**src/rtl/oscope_pkg.sv**
```systemverilog
// -----------------------------------------------------------------------------
// oscope_pkg
// Shared definitions for the oscilloscope Pi link blocks.
//   pi_op_t       : opcodes carried in the upper byte of a Pi->FPGA frame
//   rx_state_t    : receiver FSM states
//   PI_FRAME_BITS : number of serial bits in one command frame
//   op_is_known() : true for opcodes the receiver acts on
// -----------------------------------------------------------------------------
package oscope_pkg;

  localparam int PI_FRAME_BITS = 16;

  typedef enum logic [7:0] {
    OP_NOP   = 8'h00,
    OP_TRIG  = 8'h01,
    OP_DECIM = 8'h02,
    OP_ARM   = 8'h03,
    OP_DONE  = 8'h04
  } pi_op_t;

  typedef enum logic [1:0] {
    RX_IDLE   = 2'd0,
    RX_SHIFT  = 2'd1,
    RX_DECODE = 2'd2
  } rx_state_t;

  // Opcodes above OP_DONE are reserved and reported as frame errors.
  function automatic logic op_is_known(input logic [7:0] op);
    return (op <= OP_DONE);
  endfunction

endpackage

```
**src/rtl/sync_edge.sv**
```systemverilog
// -----------------------------------------------------------------------------
// sync_edge
// Brings one asynchronous input into the clk domain and reports its level and
// single-cycle rise/fall pulses. The level output is taken from the same flop
// that the edge detector compares against, so a rise pulse and the level of a
// companion signal passed through another instance line up on the same cycle.
// Ports:
//   clk       in  system clock
//   reset     in  synchronous, active-high; clears the edge pulses only
//   i_async   in  asynchronous input
//   o_level   out synchronized level (aligned with o_rise/o_fall)
//   o_rise    out 1-cycle pulse on a 0->1 transition
//   o_fall    out 1-cycle pulse on a 1->0 transition
// -----------------------------------------------------------------------------
module sync_edge #(
  parameter int SYNC_STAGES = 2
) (
  input  logic clk,
  input  logic reset,
  input  logic i_async,
  output logic o_level,
  output logic o_rise,
  output logic o_fall
);

  logic [SYNC_STAGES-1:0] r_sync;
  logic                   r_prev;
  logic                   r_rise;
  logic                   r_fall;

  // NOTE: the synchronizer chain is deliberately not reset. It keeps tracking
  // the pin during reset, so a line already high when reset releases does not
  // look like a fresh rising edge.
  always_ff @(posedge clk) begin
    // NOTE: non-blocking assignments so every flop samples pre-edge values.
    r_sync <= {r_sync[SYNC_STAGES-2:0], i_async};
    r_prev <= r_sync[SYNC_STAGES-1];
  end

  always_ff @(posedge clk) begin
    if (reset) begin
      r_rise <= 1'b0;
      r_fall <= 1'b0;
    end else begin
      r_rise <=  r_sync[SYNC_STAGES-1] & ~r_prev;
      r_fall <= ~r_sync[SYNC_STAGES-1] &  r_prev;
    end
  end

  assign o_level = r_prev;
  assign o_rise  = r_rise;
  assign o_fall  = r_fall;

endmodule

```
**src/rtl/pi_cmd_rx.sv**
```systemverilog
// -----------------------------------------------------------------------------
// pi_cmd_rx
// Pi->FPGA serial command receiver. Oversamples pi_sel/pi_clk/pi_cmd on
// osc_clk, assembles MSB-first frames ([15:8] opcode, [7:0] payload) and
// turns them into scope control registers and single-cycle strobes.
// Ports:
//   osc_clk     in   system clock (Pi bit rate <= osc_clk/8)
//   reset       in   synchronous, active-high
//   pi_sel      in   async frame select, high while a frame is in progress
//   pi_clk      in   async serial clock, data taken on its rising edge
//   pi_cmd      in   async serial data
//   trig_level  out  trigger threshold register
//   decim       out  decimation register (keep 1 of decim+1 samples)
//   arm         out  1-cycle strobe: re-arm capture
//   done        out  1-cycle strobe: Pi finished reading the buffer
//   cmd_valid   out  1-cycle strobe: legal frame decoded
//   frame_err   out  1-cycle strobe: bad length or unknown opcode
// All outputs are registered. Latency from pi_sel falling at the pins to the
// strobe/register update is SYNC_STAGES+3 osc_clk cycles.
// -----------------------------------------------------------------------------
module pi_cmd_rx
  import oscope_pkg::*;
#(
  parameter int         SYNC_STAGES   = 2,
  parameter int         FRAME_BITS    = PI_FRAME_BITS,
  parameter logic [7:0] TRIG_DEFAULT  = 8'h80,
  parameter logic [7:0] DECIM_DEFAULT = 8'h00
) (
  input  logic       osc_clk,
  input  logic       reset,
  input  logic       pi_sel,
  input  logic       pi_clk,
  input  logic       pi_cmd,
  output logic [7:0] trig_level,
  output logic [7:0] decim,
  output logic       arm,
  output logic       done,
  output logic       cmd_valid,
  output logic       frame_err
);

  // Counter saturates one past a full frame so over-long frames stay distinct.
  localparam int            CW       = $clog2(FRAME_BITS + 2);
  localparam logic [CW-1:0] CNT_FULL = CW'(FRAME_BITS);
  localparam logic [CW-1:0] CNT_SAT  = CW'(FRAME_BITS + 1);

  // ---------------------------------------------------------------------------
  // Input synchronizers
  // ---------------------------------------------------------------------------
  logic w_sel_lvl, w_sel_rise, w_sel_fall;
  logic w_clk_rise;
  logic w_cmd_lvl;
  logic w_clk_lvl_unused, w_clk_fall_unused;
  logic w_cmd_rise_unused, w_cmd_fall_unused;

  sync_edge #(.SYNC_STAGES(SYNC_STAGES)) u_sync_sel (
    .clk     (osc_clk),
    .reset   (reset),
    .i_async (pi_sel),
    .o_level (w_sel_lvl),
    .o_rise  (w_sel_rise),
    .o_fall  (w_sel_fall)
  );

  sync_edge #(.SYNC_STAGES(SYNC_STAGES)) u_sync_clk (
    .clk     (osc_clk),
    .reset   (reset),
    .i_async (pi_clk),
    .o_level (w_clk_lvl_unused),
    .o_rise  (w_clk_rise),
    .o_fall  (w_clk_fall_unused)
  );

  sync_edge #(.SYNC_STAGES(SYNC_STAGES)) u_sync_cmd (
    .clk     (osc_clk),
    .reset   (reset),
    .i_async (pi_cmd),
    .o_level (w_cmd_lvl),
    .o_rise  (w_cmd_rise_unused),
    .o_fall  (w_cmd_fall_unused)
  );

  // ---------------------------------------------------------------------------
  // State
  // ---------------------------------------------------------------------------
  rx_state_t             r_state;
  logic [FRAME_BITS-1:0] r_shift;
  logic [CW-1:0]         r_count;
  // Set once pi_sel has been seen low after reset; a frame that was already
  // open when reset released is ignored until its select drops.
  logic                  r_sel_low_seen;

  rx_state_t             w_state_nxt;
  logic [FRAME_BITS-1:0] w_shift_nxt;
  logic [CW-1:0]         w_count_nxt;
  logic [7:0]            w_trig_nxt;
  logic [7:0]            w_decim_nxt;
  logic                  w_arm_nxt;
  logic                  w_done_nxt;
  logic                  w_valid_nxt;
  logic                  w_err_nxt;

  logic [7:0] w_opcode;
  logic [7:0] w_payload;

  assign w_opcode  = r_shift[FRAME_BITS-1 -: 8];
  assign w_payload = r_shift[7:0];

  // ---------------------------------------------------------------------------
  // Next-state / next-output logic
  // ---------------------------------------------------------------------------
  always_comb begin
    // NOTE: every variable gets a default first so no path infers a latch.
    w_state_nxt = r_state;
    w_shift_nxt = r_shift;
    w_count_nxt = r_count;
    w_trig_nxt  = trig_level;
    w_decim_nxt = decim;
    w_arm_nxt   = 1'b0;
    w_done_nxt  = 1'b0;
    w_valid_nxt = 1'b0;
    w_err_nxt   = 1'b0;

    unique case (r_state)
      RX_IDLE: begin
        if (w_sel_rise && r_sel_low_seen) begin
          w_state_nxt = RX_SHIFT;
          w_shift_nxt = '0;
          w_count_nxt = '0;
        end
      end

      RX_SHIFT: begin
        // End of frame wins over a coincident pi_clk rise: that bit is dropped.
        if (w_sel_fall) begin
          w_state_nxt = RX_DECODE;
        end else if (w_clk_rise) begin
          w_shift_nxt = {r_shift[FRAME_BITS-2:0], w_cmd_lvl};
          if (r_count != CNT_SAT) begin
            w_count_nxt = r_count + 1'b1;
          end
        end
      end

      RX_DECODE: begin
        w_state_nxt = RX_IDLE;
        if ((r_count == CNT_FULL) && op_is_known(w_opcode)) begin
          w_valid_nxt = 1'b1;
          case (w_opcode)
            OP_TRIG:  w_trig_nxt  = w_payload;
            OP_DECIM: w_decim_nxt = w_payload;
            OP_ARM:   w_arm_nxt   = 1'b1;
            OP_DONE:  w_done_nxt  = 1'b1;
            default:  ;  // OP_NOP: acknowledge only
          endcase
        end else begin
          w_err_nxt = 1'b1;
        end
      end

      default: w_state_nxt = RX_IDLE;
    endcase
  end

  // ---------------------------------------------------------------------------
  // State register
  // ---------------------------------------------------------------------------
  always_ff @(posedge osc_clk) begin
    if (reset) begin
      r_state <= RX_IDLE;
    end else begin
      r_state <= w_state_nxt;
    end
  end

  // ---------------------------------------------------------------------------
  // Datapath and output registers
  // ---------------------------------------------------------------------------
  always_ff @(posedge osc_clk) begin
    if (reset) begin
      r_shift        <= '0;
      r_count        <= '0;
      r_sel_low_seen <= 1'b0;
      trig_level     <= TRIG_DEFAULT;
      decim          <= DECIM_DEFAULT;
      arm            <= 1'b0;
      done           <= 1'b0;
      cmd_valid      <= 1'b0;
      frame_err      <= 1'b0;
    end else begin
      r_shift        <= w_shift_nxt;
      r_count        <= w_count_nxt;
      r_sel_low_seen <= r_sel_low_seen | ~w_sel_lvl;
      trig_level     <= w_trig_nxt;
      decim          <= w_decim_nxt;
      arm            <= w_arm_nxt;
      done           <= w_done_nxt;
      cmd_valid      <= w_valid_nxt;
      frame_err      <= w_err_nxt;
    end
  end

endmodule

```
**config.mk**
```make
export PLATFORM = sky130hd
export DESIGN_NAME = pi_cmd_rx
export DESIGN_NICKNAME = d
export VERILOG_FILES = /design/src/rtl/oscope_pkg.sv /design/src/rtl/sync_edge.sv /design/src/rtl/pi_cmd_rx.sv
export SDC_FILE = /design/constraint.sdc
export NUM_CORES = 1
export LEC_CHECK = 0
export CORE_MARGIN = 2
export CORE_UTILIZATION = 50
export CTS_BUF_LIST = sky130_fd_sc_hd__clkbuf_4 sky130_fd_sc_hd__clkbuf_8
export DETAILED_ROUTE_END_ITERATION = 12
export GPL_TIMING_DRIVEN = 0
export PLACE_DENSITY = 0.72
export SKIP_LAST_GASP = 1
export SYNTH_ARGS = -nofsm -noshare
export SYNTH_HDL_FRONTEND = slang
export SYNTH_SLANG_ARGS = --single-unit
```
**constraint.sdc**
```tcl
create_clock -name osc_clk -period 3.8 [get_ports osc_clk]
set_clock_uncertainty 0.2 [all_clocks]
set_input_delay 0.57 -clock osc_clk [delete_from_list [all_inputs] [get_ports osc_clk]]
set_output_delay 0.57 -clock osc_clk [all_outputs]
set_load 0.01 [all_outputs]
```
## Word level (Yosys, flattened, before mapping)

Cells that the tools add are included.

- Register bits: 56
- Bits of input ports: 5

- $add $sub $neg: 1
- $lt $le $gt $ge: 1
- Equal/unequal tests: 13
- Multiplexer cells: 16
- Bitwise logic cells: 9
- Reductions and logical operators: 11

Operators with widths:

| operator | number |
|---|---|
| $mux 16 | 3 |
| $pmux 16 s2 | 1 |
| $mux 5 | 4 |
| $eq 8x2->1 const B | 2 |
| $pmux 5 s2 | 1 |
| $eq 8x1->1 const B | 1 |
| $eq 8x3->1 const B | 1 |
| $le 8x3->1 const B | 1 |
| $ne 2x2->1 const B | 3 |
| $reduce_and 3->1 | 2 |
| $add 5x1->5 const B | 1 |
| $eq 5x5->1 const B | 1 |
| $ne 5x5->1 const B | 1 |
| $not 1->1 | 5 |
| $reduce_and 5->1 | 1 |
| $mux 1 | 4 |
| $mux 2 | 2 |
| $ne 2x1->1 const B | 2 |
| $pmux 2 s2 | 1 |
| $reduce_and 4->1 | 1 |
| $and 1x1->1 | 3 |
| $reduce_or 3->1 | 1 |
| $eq 2x1->1 const B | 1 |
| $eq 2x2->1 const B | 1 |
| other kinds (6) | 7 |

## Logic depth before layout (Yosys ltp)

- Depth in word-level cells: 5
- Gate-level depth with buffers: 7
- Mapped depth without buffers: 6

## Cells and area by module

A second synthesis with hierarchy kept.

- Cell total of the unflattened synthesis: 218
- Area total of the unflattened synthesis: 2,217.1 um^2

Modules (own cells, without submodules):

| module | instances | cells an instance | area each (um^2) |
|---|---|---|---|
| pi_cmd_rx | 1 | 197 | 1,871.8 |
| sync_edge | 3 | 7 | 115.1 |

## Worst setup path after synthesis

Ideal clock, no wire load.

- Kind: register -> register
- From: register r_count[0]
- To: register trig_level[5]
- Library setup time: 117 ps
- Data arrival time: 1,266 ps
- Required time: 3,483 ps
- Path slack: 2,217 ps
- Stages on the path, launching flop included: 8
- Buffers on the path: 1
- Period minus slack after synthesis: 1,583 ps
- Path through: dfxtp_1 inv_1 ha_1 and4bb_2 nand4_2 buf_6 nand3b_1 o21ai_1

- Longest elaborated chain between the ends: 3

RTL lines:

| what | RTL line | RTL |
|---|---|---|
| start: declaration | pi_cmd_rx.sv:88 | `logic [CW-1:0] r_count;` |
| start signal: assignment | pi_cmd_rx.sv:192 | `r_count <= w_count_nxt;` |
| $eq 5x5->1 | pi_cmd_rx.sv:147 | `if ((r_count == CNT_FULL) && op_is_known(w_opcode)) begin` |
| $logic_and 1x1->1 | pi_cmd_rx.sv:147 |  |
| $reduce_and 3->1 (no source line) | - |  |
| end signal: assignment | pi_cmd_rx.sv:194 | `trig_level <= w_trig_nxt;` |
| end: declaration | pi_cmd_rx.sv:34 | `output logic [7:0] trig_level,` |

Every way passes these cells.
A chain may end at the register's enable or synchronous reset.

## Worst setup path after layout

- From: input reset
- To: register r_shift[8]

RTL lines:

| what | RTL line | RTL |
|---|---|---|
| start: declaration | pi_cmd_rx.sv:30 | `input logic reset,` |
| end signal: assignment | pi_cmd_rx.sv:191 | `r_shift <= w_shift_nxt;` |
| end: declaration | pi_cmd_rx.sv:87 | `logic [FRAME_BITS-1:0] r_shift;` |

No word-level cell between the ends.

==> qor.txt <==
Peak supply drop: 301 uV
Port Buffers: 24
Mapped Nets: 223
Final setup TNS: 0 ns
FF+latch count, synth: 56
Worst r2r src: r_count[2]$_SDFFE_PP0P_
Pwr per Cell Area: 400 nW/um^2
Asr flop ratio synth: 0%
Area grow syn2layout: 19.5%
Initial Utilization: 52.8%
Final net count: 254
Crit path max fanout: 10
Hold slack: 0.136 ns
Core area: 4060 sq um
Post-DP HPWL: 2.87 mm
Root Driver: clkbuf_8
First-pass GRT wire length: 6.98 mm
Cts repair resizes: 0
Final Cycle Share: 56.3%
Synth Instances: 215
Crit path DAT: 2.11 ns
Slew of the pin with the lowest slew margin: 0.487 ns
Die area: 4820 sq um
Post-synth EDFFs: 0
Total vias in the final route: 1587
Max-cap viol count: 0
I/O pin cnt: 25
Post CTS Setup Buffer Count: 0
Final WL: 4.08 mm
Synth Warn #: 0
Element type at the critical path start: input port
Post-synthesis cell type count: 38
Sequential share of the synthesized area: 52.4%
GRT Util Overall: 18.0%
Commonest non-fill, non-tap cell in the layout: dfxtp_1
Initial antenna violation count: 0
Dominant synthesized flop cell: dfxtp_1
Post-synthesis area per instance: 9.96 sq um
First drt pass iteration count: 4
Final GP Congestion: 0.765
Max Clk Rate: 468 MHz
Layout cell share with drive strength beyond 1: 14.6%
WP data required: 3.77 ns
CTS clk-pin slew, worst paths: 0.10 ns
Total CTS buffers: 5
Min Tclk post-route: 2.14 ns
Leak Pwr: 0.893 nW
Unrepaired setup endpoints after global routing: no
CTS sink cnt: 56
Vias in the first global route: 1457
Antenna viol nets, final: 0
GRT overflow: 0
H-tree levels: 2
Clk_lat worst skew: 0.31 ns
Status: completed
Final Hold Viols: 0
Hold-fix buffers, CTS: 0
WS Path Type: in -> reg
Final setup vio count: 0
DR iter-0 viols: 79
Number of inserted diodes: 0
Die X: 69.4 um
# DRC: 0
WL per Instance: 13.8 um
CTS tree: done
Most frequent cells in the layout: 56 x dfxtp_1, 24 x clkdlybuf4s50_1, 23 x a21oi_1
Vias per cell: 5.34
Slew headroom: 67.5%
CP Launch Point: reset
Crit. End Element: register
Fillcell total: 348
Clock Path Buffers: 2
Synthesized area: 2140 sq um
Hold Path Origin: u_sync_sel.r_sync[0]$_DFF_P_
Rows: 23
Slew Viols, Final: 0
Overall die height: 69.4 um
Hold Path Class: reg -> reg
Largest net degree at the start of global routing: 18
[cell type report]
cell class	instances	area (sq um)	share of cell area, %
inverters	3	11.3	0.440
clock buffers	6	76.3	2.98
clock inverters	2	38.8	1.52
well taps	50	62.6	2.44
multi-input cells	143	921	36.0
plain buffers	13	87.6	3.42
flip-flops and latches	56	1120	43.8
repair buffers	24	240	9.39
[registers in the layout, indices dropped and copies added (netlist names)]
register	cells
arm	1
cmd_valid	1
decim	8
done	1
frame_err	1
r_count	5
r_sel_low_seen	1
r_shift	16
r_state	2
trig_level	8
u_sync_clk.o_level	1
u_sync_clk.o_rise	1
u_sync_clk.r_sync	2
u_sync_cmd.o_level	1
u_sync_cmd.r_sync	2
u_sync_sel.o_fall	1
u_sync_sel.o_level	1
u_sync_sel.o_rise	1
u_sync_sel.r_sync	2
[routing by layer]
metal  vias to the layer above  global-route usage [%]  share of wire (%)
met4                         0                    6.75                1.6
met3                         7                    3.49                2.7
met2                        19                    27.1                 45
li1                        818                       -                  -
met1                       743                    25.6                 51
met5                         -                       0                  0
[per-stage QoR]
stage | setup slack [ns] | area [sq um] | utilization [%] | cells | total power (W)
finish | 1.66 | 2560 | 63.1 | 297 | 0.00102
global route | 1.55 | 2560 | 63.1 | 297 | 0.00106
CTS | 1.68 | 2560 | 63.1 | 297 | 0.00103
detailed placement | 1.35 | 2440 | 60.2 | 289 | 0.000642
global placement | 1.36 | 2440 | 60.2 | 289 | 0.000642
floorplan | 2.22 | 2140 | - | 215 | 0.000630
[worst paths after layout]
path         slack [ns]  cells after the start                      endpoint
max                1.66                      4       r_shift[8]$_SDFFE_PP0P_
min                0.14                      0  u_sync_sel.r_sync[1]$_DFF_P_
max reg2reg        1.95                      5         decim[6]$_SDFFE_PP0P_
min reg2reg        0.14                      0  u_sync_sel.r_sync[1]$_DFF_P_
[cells in the mapped netlist (all sizes together), types with 4 or more instances]
master | n | area share (%)
nor3b | 6 | 2.3
dfxtp | 56 | 52
nand4 | 5 | 2.0
nand2 | 19 | 3.3
and4bb | 4 | 2.5
nand3b | 15 | 5.3
nand2b | 8 | 2.3
a21oi | 23 | 5.4
nand3 | 19 | 5.4
buf | 8 | 3.2
clkbuf | 5 | 0.88
o21ai | 21 | 5.4
[power by group]
part | switching, W | internal [W] | total (W) | leakage (nW)
clock | 0.000190 | 0.000206 | 0.000397 | 0.0592
combinational | 0.0000168 | 0.0000138 | 0.0000306 | 0.379
sequential | 0.00000347 | 0.000594 | 0.000597 | 0.455
[cells by family (layout without fill, tap and decap cells)]
family / count (synthesis) / in the layout / synth area share, %
fa+ha+maj: 3 / 3 / 1.75
buf+inv: 16 / 48 / 4.62
mux: 1 / 1 / 0.526
simple gates: 95 / 95 / 29.9
compound gates: 44 / 44 / 10.8
flops: 56 / 56 / 52.4
[worst max-delay path, cell delays in order]
cell	delay, ns
clkdlybuf4s50_1	0.63
clkbuf_1	0.36
clkbuf_1	0.44
a21oi_1	0.11
Note: power is estimated with default switching activity, not from simulation.
